--- config.mk ---
export PLATFORM = sky130hd
export DESIGN_NAME = lsu
export DESIGN_NICKNAME = d
export VERILOG_FILES = /design/src/rtl/lsu.sv
export SDC_FILE = /design/constraint.sdc
export NUM_CORES = 1
export LEC_CHECK = 0
export BUFFER_PORTS_ARGS = -buffer_cell sky130_fd_sc_hd__buf_2
export CAP_MARGIN = 30
export CORE_MARGIN = 8
export CORE_UTILIZATION = 45
export CTS_CLUSTER_DIAMETER = 120
export CTS_CLUSTER_SIZE = 14
export DETAILED_ROUTE_END_ITERATION = 8
export PLACE_DENSITY = 0.75
export SKIP_CTS_REPAIR_TIMING = 1
export SLEW_MARGIN = 25
export SYNTH_ARGS = -nofsm -noshare
export SYNTH_HDL_FRONTEND = slang
export SYNTH_SLANG_ARGS = --single-unit
--- constraint.sdc ---
create_clock -name clk -period 3.5 [get_ports clk]
set_clock_uncertainty 0.2 [all_clocks]
set_input_delay 0.525 -clock clk [delete_from_list [all_inputs] [get_ports clk]]
set_output_delay 0.525 -clock clk [all_outputs]
set_load 0.005 [all_outputs]
--- src/rtl/lsu.sv ---
`default_nettype none
// +--------------------------------------------------------------------------+
// | lsu : single-outstanding load/store unit with sub-word strobes, load      |
// |       extension and a bus-ack timeout. Option: LSU_MISALIGN_TRAP_EN.      |
// | Revision: 1.0                                                            |
// +--------------------------------------------------------------------------+
module lsu #(
  parameter int WIDTH   = 32,
  parameter int TIMEOUT = 255
) (
  input  logic             clk,
  input  logic             rst,
  input  logic             start,
  input  logic             mem_wr,
  input  logic [2:0]       mem_op,
  input  logic [WIDTH-1:0] addr,
  input  logic [WIDTH-1:0] wdata,
  output logic             busy,
  output logic             done,
  output logic [WIDTH-1:0] rdata,
  output logic             fault,
  output logic             bus_req,
  output logic             bus_we,
  output logic [WIDTH-1:0] bus_addr,
  output logic [3:0]       bus_wstrb,
  output logic [WIDTH-1:0] bus_wdata,
  input  logic             bus_ack,
  input  logic [WIDTH-1:0] bus_rdata
);

  typedef enum logic [1:0] {
    S_IDLE = 2'd0,
    S_REQ  = 2'd1,
    S_DONE = 2'd2
  } state_t;

  localparam logic [7:0] TIMEOUT_C = 8'(TIMEOUT);

  state_t      state_q, state_d;
  logic        busy_q, busy_d;
  logic        done_q, done_d;
  logic        fault_q, fault_d;
  logic        bus_req_q, bus_req_d;
  logic        bus_we_q, bus_we_d;
  logic [31:0] bus_addr_q, bus_addr_d;
  logic [3:0]  bus_wstrb_q, bus_wstrb_d;
  logic [31:0] bus_wdata_q, bus_wdata_d;
  logic [31:0] rdata_q, rdata_d;
  logic [7:0]  cnt_q, cnt_d;
  logic [2:0]  op_q, op_d;
  logic [1:0]  off_q, off_d;
  logic        wr_q, wr_d;

  logic        op_valid;
  logic [1:0]  eff_off;
  logic [3:0]  st_strb;
  logic [31:0] st_data;
  logic [31:0] ld_shift;
  logic [31:0] ld_ext;
`ifdef LSU_MISALIGN_TRAP_EN
  logic        misaligned;
`endif

  // Request decode: lane offset is forced to the natural alignment of the size.
  always_comb begin
    op_valid = (mem_op == 3'b000) || (mem_op == 3'b001) || (mem_op == 3'b010) ||
               (mem_op == 3'b100) || (mem_op == 3'b101);
    eff_off  = 2'b00;
    st_strb  = 4'b1111;
    st_data  = wdata;
    case (mem_op[1:0])
      2'b00: begin
        eff_off = addr[1:0];
        st_strb = 4'b0001 << addr[1:0];
        st_data = {4{wdata[7:0]}};
      end
      2'b01: begin
        eff_off = {addr[1], 1'b0};
        st_strb = addr[1] ? 4'b1100 : 4'b0011;
        st_data = {2{wdata[15:0]}};
      end
      default: ;
    endcase
`ifdef LSU_MISALIGN_TRAP_EN
    misaligned = ((mem_op[1:0] == 2'b01) && addr[0]) ||
                 ((mem_op[1:0] == 2'b10) && (addr[1:0] != 2'b00));
`endif
  end

  always_comb begin
    ld_shift = bus_rdata >> {off_q, 3'b000};
    case (op_q)
      3'b000:  ld_ext = {{24{ld_shift[7]}}, ld_shift[7:0]};
      3'b001:  ld_ext = {{16{ld_shift[15]}}, ld_shift[15:0]};
      3'b100:  ld_ext = {24'd0, ld_shift[7:0]};
      3'b101:  ld_ext = {16'd0, ld_shift[15:0]};
      default: ld_ext = ld_shift;
    endcase
  end

  always_comb begin
    state_d     = state_q;
    fault_d     = 1'b0;
    bus_req_d   = bus_req_q;
    bus_we_d    = bus_we_q;
    bus_addr_d  = bus_addr_q;
    bus_wstrb_d = bus_wstrb_q;
    bus_wdata_d = bus_wdata_q;
    rdata_d     = rdata_q;
    cnt_d       = cnt_q;
    op_d        = op_q;
    off_d       = off_q;
    wr_d        = wr_q;
    case (state_q)
      S_IDLE: begin
        if (start) begin
          if (!op_valid) begin
            state_d = S_DONE;
`ifdef LSU_MISALIGN_TRAP_EN
          end else if (misaligned) begin
            state_d = S_DONE;
            fault_d = 1'b1;
`endif
          end else begin
            state_d     = S_REQ;
            bus_req_d   = 1'b1;
            bus_we_d    = mem_wr;
            bus_addr_d  = {addr[31:2], 2'b00};
            bus_wstrb_d = mem_wr ? st_strb : 4'b0000;
            bus_wdata_d = mem_wr ? st_data : bus_wdata_q;
            cnt_d       = 8'd0;
            op_d        = mem_op;
            off_d       = eff_off;
            wr_d        = mem_wr;
          end
        end
      end
      S_REQ: begin
        cnt_d = cnt_q + 8'd1;
        if (bus_ack || (cnt_q + 8'd1 == TIMEOUT_C)) begin
          state_d     = S_DONE;
          bus_req_d   = 1'b0;
          bus_we_d    = 1'b0;
          bus_wstrb_d = 4'b0000;
          if (bus_ack) begin
            if (!wr_q) rdata_d = ld_ext;
          end else begin
            fault_d = 1'b1;
          end
        end
      end
      S_DONE:  state_d = S_IDLE;
      default: state_d = S_IDLE;
    endcase
    done_d = (state_d == S_DONE);
    busy_d = (state_d != S_IDLE);
  end

  always_ff @(posedge clk) begin
    if (rst) begin
      state_q     <= S_IDLE;
      busy_q      <= 1'b0;
      done_q      <= 1'b0;
      fault_q     <= 1'b0;
      bus_req_q   <= 1'b0;
      bus_we_q    <= 1'b0;
      bus_addr_q  <= 32'd0;
      bus_wstrb_q <= 4'b0000;
      bus_wdata_q <= 32'd0;
      rdata_q     <= 32'd0;
      cnt_q       <= 8'd0;
      op_q        <= 3'd0;
      off_q       <= 2'd0;
      wr_q        <= 1'b0;
    end else begin
      state_q     <= state_d;
      busy_q      <= busy_d;
      done_q      <= done_d;
      fault_q     <= fault_d;
      bus_req_q   <= bus_req_d;
      bus_we_q    <= bus_we_d;
      bus_addr_q  <= bus_addr_d;
      bus_wstrb_q <= bus_wstrb_d;
      bus_wdata_q <= bus_wdata_d;
      rdata_q     <= rdata_d;
      cnt_q       <= cnt_d;
      op_q        <= op_d;
      off_q       <= off_d;
      wr_q        <= wr_d;
    end
  end

  assign busy      = busy_q;
  assign done      = done_q;
  assign fault     = fault_q;
  assign rdata     = rdata_q;
  assign bus_req   = bus_req_q;
  assign bus_we    = bus_we_q;
  assign bus_addr  = bus_addr_q;
  assign bus_wstrb = bus_wstrb_q;
  assign bus_wdata = bus_wdata_q;

endmodule
`default_nettype wire
== After elaboration in Yosys (flattened, before gate mapping) ==
Index checks and enable logic that the tools add are counted.
Operators by class
  bitwise gates (word level): 3
  reduce and logical (&&, ||, !) cells: 17
  shifts and indexed selects: 2
  add/sub/neg operators: 1
  mux-type cells: 25
  eq/ne operators: 14
Operators with widths (count)
  32-bit one-hot mux with 4 select lines: 1
  32-bit one-hot mux with 2 select lines: 1
  32-bit by 5-bit >> shifter with 32-bit output: 1
  4-bit 2-to-1 mux: 5
  8-bit 2-to-1 mux: 2
  4-bit one-hot mux with 2 select lines: 2
  8-bit one-hot mux with 2 select lines: 1
  3-bit equality test, second input constant: 4
  4-bit AND reduction: 3
  8-bit by 1-bit adder with 8-bit output, second input constant: 1
  8-bit equality test, second input constant: 1
  2-bit one-hot mux with 2 select lines: 2
  3-bit by 1-bit equality test with 1-bit output, second input constant: 2
  3-bit zero test: 2
  1-bit 2-to-1 mux: 6
  2-bit 2-to-1 mux: 3
  2-bit != test, second input constant: 3
  3-bit AND reduction: 2
  1-bit logical OR: 5
  2-bit by 1-bit equality test with 1-bit output, second input constant: 2
  2-bit zero test: 2
  1-bit one-hot mux with 2 select lines: 2
  2-bit nonzero test: 2
  1-bit by 2-bit << shifter with 4-bit output, first input constant: 1
  other kinds (4): 6
Storage, ports and cells
  output and inout bits: 105
  bits of input ports: 104
  logic and storage cells: 76
  flip-flop bits (word level): 119

== Logic depth before layout (Yosys ltp) ==
Gate-level depths: netlist of run 1.
  depth after elaboration: 9
  mapped depth: 9
  mapped depth without buffers: 8

== Worst setup path after synthesis of run 1 ==
OpenSTA, ideal clock, no wires.
  path type: register to register
  from: register cnt_q[0]
  to: register bus_we_q, in the netlist bus_we
  period minus slack after synthesis: 2055 ps
  slack: 1445 ps
  stages on the path, launching flop included: 10
  arrival: 1728 ps
  data required time: 3173 ps
  library setup time: 127 ps
  buffers on the path: 2
  cells stage by stage: dfxtp_1 ha_1 buf_2 a21oi_1 nand4_1 a32oi_1 a21oi_2 o21a_1 buf_6 o2bb2ai_1
Between the ends
  word-level cells in the longest chain between the ends: 5
RTL lines
  start: declaration: line 49  | logic [7:0] cnt_q, cnt_d;
  start signal: assignment: line 186  | cnt_q <= cnt_d;
  8-bit by 1-bit adder with 8-bit output: line 140  | if (bus_ack || (cnt_q + 8'd1 == TIMEOUT_C)) begin
  8-bit equality test: line 140
  1-bit logical OR: line 140
  2-bit != test (no source line)
  4-bit AND reduction (no source line)
  end signal: assignment: line 181  | bus_we_q <= bus_we_d;
  end: declaration: line 44  | logic bus_we_q, bus_we_d;
No other way between the ends.
A chain may end at the register's enable or synchronous reset.

== Worst setup path after layout of run 1 ==
Same ends and word-level chain as after synthesis.

==> results of run 1 <==
cells by family after synthesis:
kind of cell,after synthesis,synth area share (%)
simple gates,280,22.1
other cells,1,0.0700
flops,119,44.5
buf+inv,59,5.35
fa+ha+maj,2,0.467
mux,45,8.83
compound gates,163,18.7
worst max-delay path, delay by kind of cell, from the launching register on:
kind / cells / cell delay (ns)
compound gates: 5 / 0.91
fa+ha+maj: 1 / 0.44
flops: 1 / 0.43
simple gates: 1 / 0.25
power by group through the flow:
stage          Combinational, W  Clock (W)  Sequential (W)
6_report               0.000437    0.00189         0.00146
5_1_grt                0.000487    0.00197         0.00147
4_1_cts                0.000438    0.00191         0.00146
3_5_place_dp           0.000436          0         0.00149
3_3_place_gp           0.000433          0         0.00149
2_1_floorplan          0.000242          0         0.00149
path summary, 6_finish.rpt:
| kind | from | end | slack [ns] |
|---|---|---|---|
| worst max register to register | cnt_q[0]$_SDFFE_PP0P_ | bus_we$_SDFFE_PP0P_ | 1.13 |
| worst min register to register | bus_addr[4]$_SDFFE_PP0P_ | bus_addr[4]$_SDFFE_PP0P_ | 0.25 |
| worst max-delay path | cnt_q[0]$_SDFFE_PP0P_ | bus_we$_SDFFE_PP0P_ | 1.13 |
| worst min-delay path | addr[18] | bus_addr[18]$_SDFFE_PP0P_ | 0.15 |
layer usage:
layer / GRT usage, % / up-vias / part of all wire (%)
li1: - / 2668 / -
met4: 9.46 / 4 / 2.5
met5: 0 / - / 0.15
met1: 23.6 / 2422 / 42
met3: 10.5 / 36 / 11
met2: 31.7 / 226 / 45
flip-flops by register name (all words and copies together) (netlist names):
signal / flops
bus_addr: 30
bus_req: 1
bus_wdata: 32
bus_we: 1
bus_wstrb: 4
busy: 1
cnt_q: 8
done: 1
fault: 1
off_q: 2
op_q: 3
rdata: 32
state_q: 2
wr_q: 1
synth_stat cells (2+ instances only):
cell type	n
nand2b_1	5
nand2_1	164
a31oi_1	3
buf_2	13
a22oi_1	3
o211ai_1	9
nand3b_1	2
clkbuf_1	34
nand4_1	4
ha_1	2
mux2_2	8
nor2_1	68
nor2b_1	5
nor3_1	13
dfxtp_1	119
mux2i_1	36
nor3b_1	2
buf_6	5
a311oi_1	11
o21ai_0	28
a21oi_1	73
a21boi_0	2
buf_4	3
o2111ai_1	2
inv_1	3
a211oi_1	25
nand3_1	5
cell type report:
class                           instances  area share, %
Sequential cell                       119           33.9
Timing Repair Buffer                  216           15.8
Tap cell                              147           2.61
Clock buffer                           24           7.27
Multi-Input combinational cell        492           38.4
Inverter                                3          0.160
Clock inverter                          7           1.97
metrics by stage:
| stage | cells | setup WS (ns) | hold slack, ns | util [%] | power, W |
|---|---|---|---|---|---|
| 2_1_floorplan | 670 | 1.44 | 0.253 | - | 0.00174 |
| 3_3_place_gp | 977 | 1.15 | 0.239 | 54.1 | 0.00192 |
| 3_5_place_dp | 977 | 1.07 | 0.243 | 54.1 | 0.00193 |
| 4_1_cts | 1008 | 1.12 | 0.130 | 59.6 | 0.00382 |
| 5_1_grt | 1008 | 0.916 | 0.144 | 59.6 | 0.00393 |
| 6_report | 1008 | 1.13 | 0.149 | 59.6 | 0.00379 |
==> results.ini, run 1 <==
[run_status]
status=finished clean

[worst_hold_path]
min_path_type=input pin to flop
hold_depth=3

[sta]
relSlewSlack_pct=42.7
clock.fmax_mhz=421
setup_viol=0
hold_viol=0
period_share_pct=67.8
slew_violations=0
post-route-min-period_ns=2.37
final.setup.tns_ns=0
rsz0062_at_grt=no
worstMarginPinSlew_ns=0.860

[cells_and_area]
syn_to_final_growth_pct=31.4
fillers=1087
multi_input_area_um2=2700
design_area_um2=7040
n_antenna_cell=0
mostFrequentLayoutCell=buf_2
drive_gt1_share_pct=30.5
ff_latch_area_um2=2380
layout_common_cells=buf_2, nand2_1, dfxtp_1
nNetsFinal=955

[route]
ant_nets=0
vias=5356
drc=0
wirelength_um=16500
wl_per_cell_um=16.3
firstDrtPassIters=5
drt_iter0_markers=530
via_per_inst=5.31

[placed_design]
gp_congestion=0.833
port_buffers=206
place_area_um2=6390
dpl.hpwl_um=12100

[clocking]
tritoncts=done
cts-htree-levels=4
numCtsBuffers=17
insertion_delay_ns=0.41
path_clk_slew_ns=0.05
cts_sinks=119
cts_buffer_depth=2
clock-root-buffer=clkbuf_16

[power]
swShare_pct=23.2
seq_power_share_pct=38.6
p_switching_w=0.000881
leakagePower_nw=3.08
p_per_area_nw_per_um2=538
ir_drop_v=0.000445
power_frac_clock_pct=49.8
pwr-share-comb_pct=11.5
p_int_w=0.00291

[global_route]
grt-ovfl-total=0
grt_usage_pct=20.7
grt_pass1_vias=5183
grt_pass1_wl_um=26400
grt_max_degree=86
antenna_found_initial=2

[synth]
ys_types=49
avgSynthCellArea_um2=8.01
synth_flop_cell=dfxtp_1
synth_top_area_share_pct=44.5
syn-cell-area_um2=5360
ys_ff_latch=119
yosysWarnings=0
synth_enable_flop_cells=0
synth_cells=669
synthTopCellsByArea=dfxtp_1, nand2_1, a21oi_1
async_flop_share_pct=0
synth_area_leader_cell=dfxtp_1
ys_seq_area_share_pct=44.5

[die]
io_pins=209
die_h_um=125
die_area_um2=15700
start_util_pct=45.3
core-area_um2=11800
fp.dieW_um=125
row_count=40

[setup_path]
path_cells=ha_1 > and4b_1 > o211ai_1 > a32oi_1 > a21oi_2 > o21a_1 > o2bb2ai_1
max_stage_delay_ns=0.44
required_ns=3.57
critPathArrivalTime_ns=2.44
r2r_cells=7
critical_path.slowest_cell=ha_1
cp_max_fo=13
critical_path_class=flop to flop
startpoint_type=flop
endpoint_kind=flop

[flow_run]
maxCapViolCount=0

Note: power is estimated with default switching activity, not from simulation.
==> run 2: changes to the inputs <==
==> constraint.sdc (replaced) <==
create_clock -name clk -period 2.4 [get_ports clk]
set_clock_uncertainty 0.2 [all_clocks]
set_input_delay 0.36 -clock clk [delete_from_list [all_inputs] [get_ports clk]]
set_output_delay 0.36 -clock clk [all_outputs]
set_load 0.005 [all_outputs]
==> run 2 against run 1 <==
  * Critical path depth unchanged
  * Setup slack worse by 0.96 ns
  * Power up 46%
  * Final area up 4.4%
  * Die area unchanged
  * Final cell count up 3.4%
  * Global-route usage up 0.15 points
  * Worst hold slack worse by 0.14 ns
  * Highest routed layer is now met4
==> results.ini, run 2 (same netlist as run 1, synthesis figures left out) <==
[run_status]
status=finished clean

[route]
drt_iter0_markers=325  ; -39%
firstDrtPassIters=5  ; unchanged
wirelength_um=17400  ; +5.8%
drc=0  ; unchanged
via_per_inst=5.24  ; -1.3%
vias=5464  ; +2.0%
ant_nets=0  ; unchanged
wl_per_cell_um=16.7  ; +2.3%

[sta]
clock.fmax_mhz=447  ; +6.1%
rsz0062_at_grt=no
hold_viol=0  ; unchanged
setup_viol=0  ; unchanged
slew_violations=0  ; unchanged
relSlewSlack_pct=57.6  ; +15 points
final.setup.tns_ns=0  ; unchanged
post-route-min-period_ns=2.24  ; -0.136 ns
hold_slack_ns=0.00763  ; -0.142 ns
worstMarginPinSlew_ns=0.635  ; -0.224 ns
period_share_pct=93.3  ; +25 points

[cells_and_area]
design_area_um2=7340  ; +4.4%
nNetsFinal=988  ; +3.5%
drive_gt1_share_pct=30.6  ; +0.069 points
mostFrequentLayoutCell=buf_2
n_antenna_cell=0  ; unchanged
layout_common_cells=buf_2, nand2_1, dfxtp_1
syn_to_final_growth_pct=37.1

[power]
swShare_pct=25.1  ; +1.8 points
pwr-share-comb_pct=12.5  ; +1.0 points
power_frac_clock_pct=49.0  ; -0.8 points
ir_drop_v=0.000615  ; +38%
p_int_w=0.00415  ; +43%
p_switching_w=0.00139  ; +58%
total_power_w=0.00554  ; +46%
seq_power_share_pct=38.5  ; about the same
p_per_area_nw_per_um2=755  ; +40%
leakagePower_nw=3.21  ; +4.4%

[die]
row_count=40  ; unchanged
start_util_pct=45.3  ; unchanged
fp.dieW_um=125  ; unchanged
die_area_um2=15700  ; unchanged
io_pins=209  ; unchanged
die_h_um=125  ; unchanged
core-area_um2=11800  ; unchanged

[global_route]
antenna_found_initial=0  ; -2
grt_pass1_vias=5152  ; -0.60%
grt_pass1_wl_um=26500  ; +0.45%
grt_max_degree=50  ; -42%
grt-ovfl-total=0  ; unchanged
grt_usage_pct=20.8  ; +0.15 points

[setup_path]
startpoint_type=flop
required_ns=2.49  ; -1.08 ns
cp_max_fo=8  ; -5
endpoint_kind=flop
critPathArrivalTime_ns=2.33  ; -0.11 ns
critical_path_class=flop to flop

[worst_hold_path]
min_path_type=input pin to flop

[placed_design]
port_buffers=206  ; unchanged
dpl.hpwl_um=12200  ; +0.73%
place_area_um2=6470  ; +1.3%
gp_congestion=0.873  ; +4.9%

[clocking]
insertion_delay_ns=0.41  ; about the same
clock-root-buffer=clkbuf_16
tritoncts=done
cts_buffer_depth=2  ; unchanged
cts-htree-levels=4  ; unchanged
path_clk_slew_ns=0.06  ; about the same
cts_sinks=119  ; unchanged
numCtsBuffers=17  ; unchanged

[flow_run]
maxCapViolCount=0  ; unchanged

==> run 2: metrics by stage <==
step / utilization, % / setup slack [ns] / instances
after floorplan: - / 0.345 / 670
after global placement: 54.7 / 0.238 / 986
after detailed placement: 54.7 / 0.176 / 986
after CTS: 60.1 / 0.167 / 1018
after global routing: 62.2 / 0.0196 / 1042
final: 62.2 / 0.162 / 1042
==> run 2: area by class of cell <==
| cell class | count | area [um^2] |
|---|---|---|
| sequential | 119 | 2380 |
| clock buffer | 18 | 439 |
| inverter | 3 | 11.3 |
| timing repair buffer | 249 | 1430 |
| multi-input combinational | 492 | 2700 |
| tap | 147 | 184 |
| fill | 1006 | 4470 |
| clock inverter | 14 | 198 |
==> run 2: worst paths after layout <==
kind                                           startpoint                        end  slack, ns  depth (start not counted)
worst max-delay path                cnt_q[0]$_SDFFE_PP0P_  bus_wstrb[3]$_SDFFE_PP0P_       0.16                          7
worst min-delay path                             addr[28]  bus_addr[28]$_SDFFE_PP0P_      0.008                          3
worst max register to register      cnt_q[0]$_SDFFE_PP0P_  bus_wstrb[3]$_SDFFE_PP0P_       0.16                          7
worst min register to register  bus_addr[30]$_SDFFE_PP0P_  bus_addr[30]$_SDFFE_PP0P_       0.25                          2
==> run 2: power groups by stage <==
| stage | registers (W) | clock network, W | logic (W) |
|---|---|---|---|
| floorplan | 0.00218 | 0 | 0.000353 |
| global placement | 0.00217 | 0 | 0.000651 |
| detailed placement | 0.00217 | 0 | 0.000656 |
| CTS | 0.00213 | 0.00276 | 0.000659 |
| global route | 0.00214 | 0.00286 | 0.000765 |
| finish | 0.00213 | 0.00272 | 0.000694 |
==> run 2: critical path, cell delays in order, from the launching register on <==
cell and delay (ns):
dfxtp_1 0.36, ha_1 0.29, and4bb_2 0.31, nand4_1 0.09, a32oi_1 0.31, a21oi_2 0.11, o21a_1 0.28, mux2i_1 0.16
==> run 2: layer usage <==
layer	vias up	GRT usage, %	part of all wire [%]
li1	2741	-	-
met1	2485	24.1	42
met2	216	32.9	47
met3	22	9.99	10
met4	0	7.31	1.6
met5	-	0	0
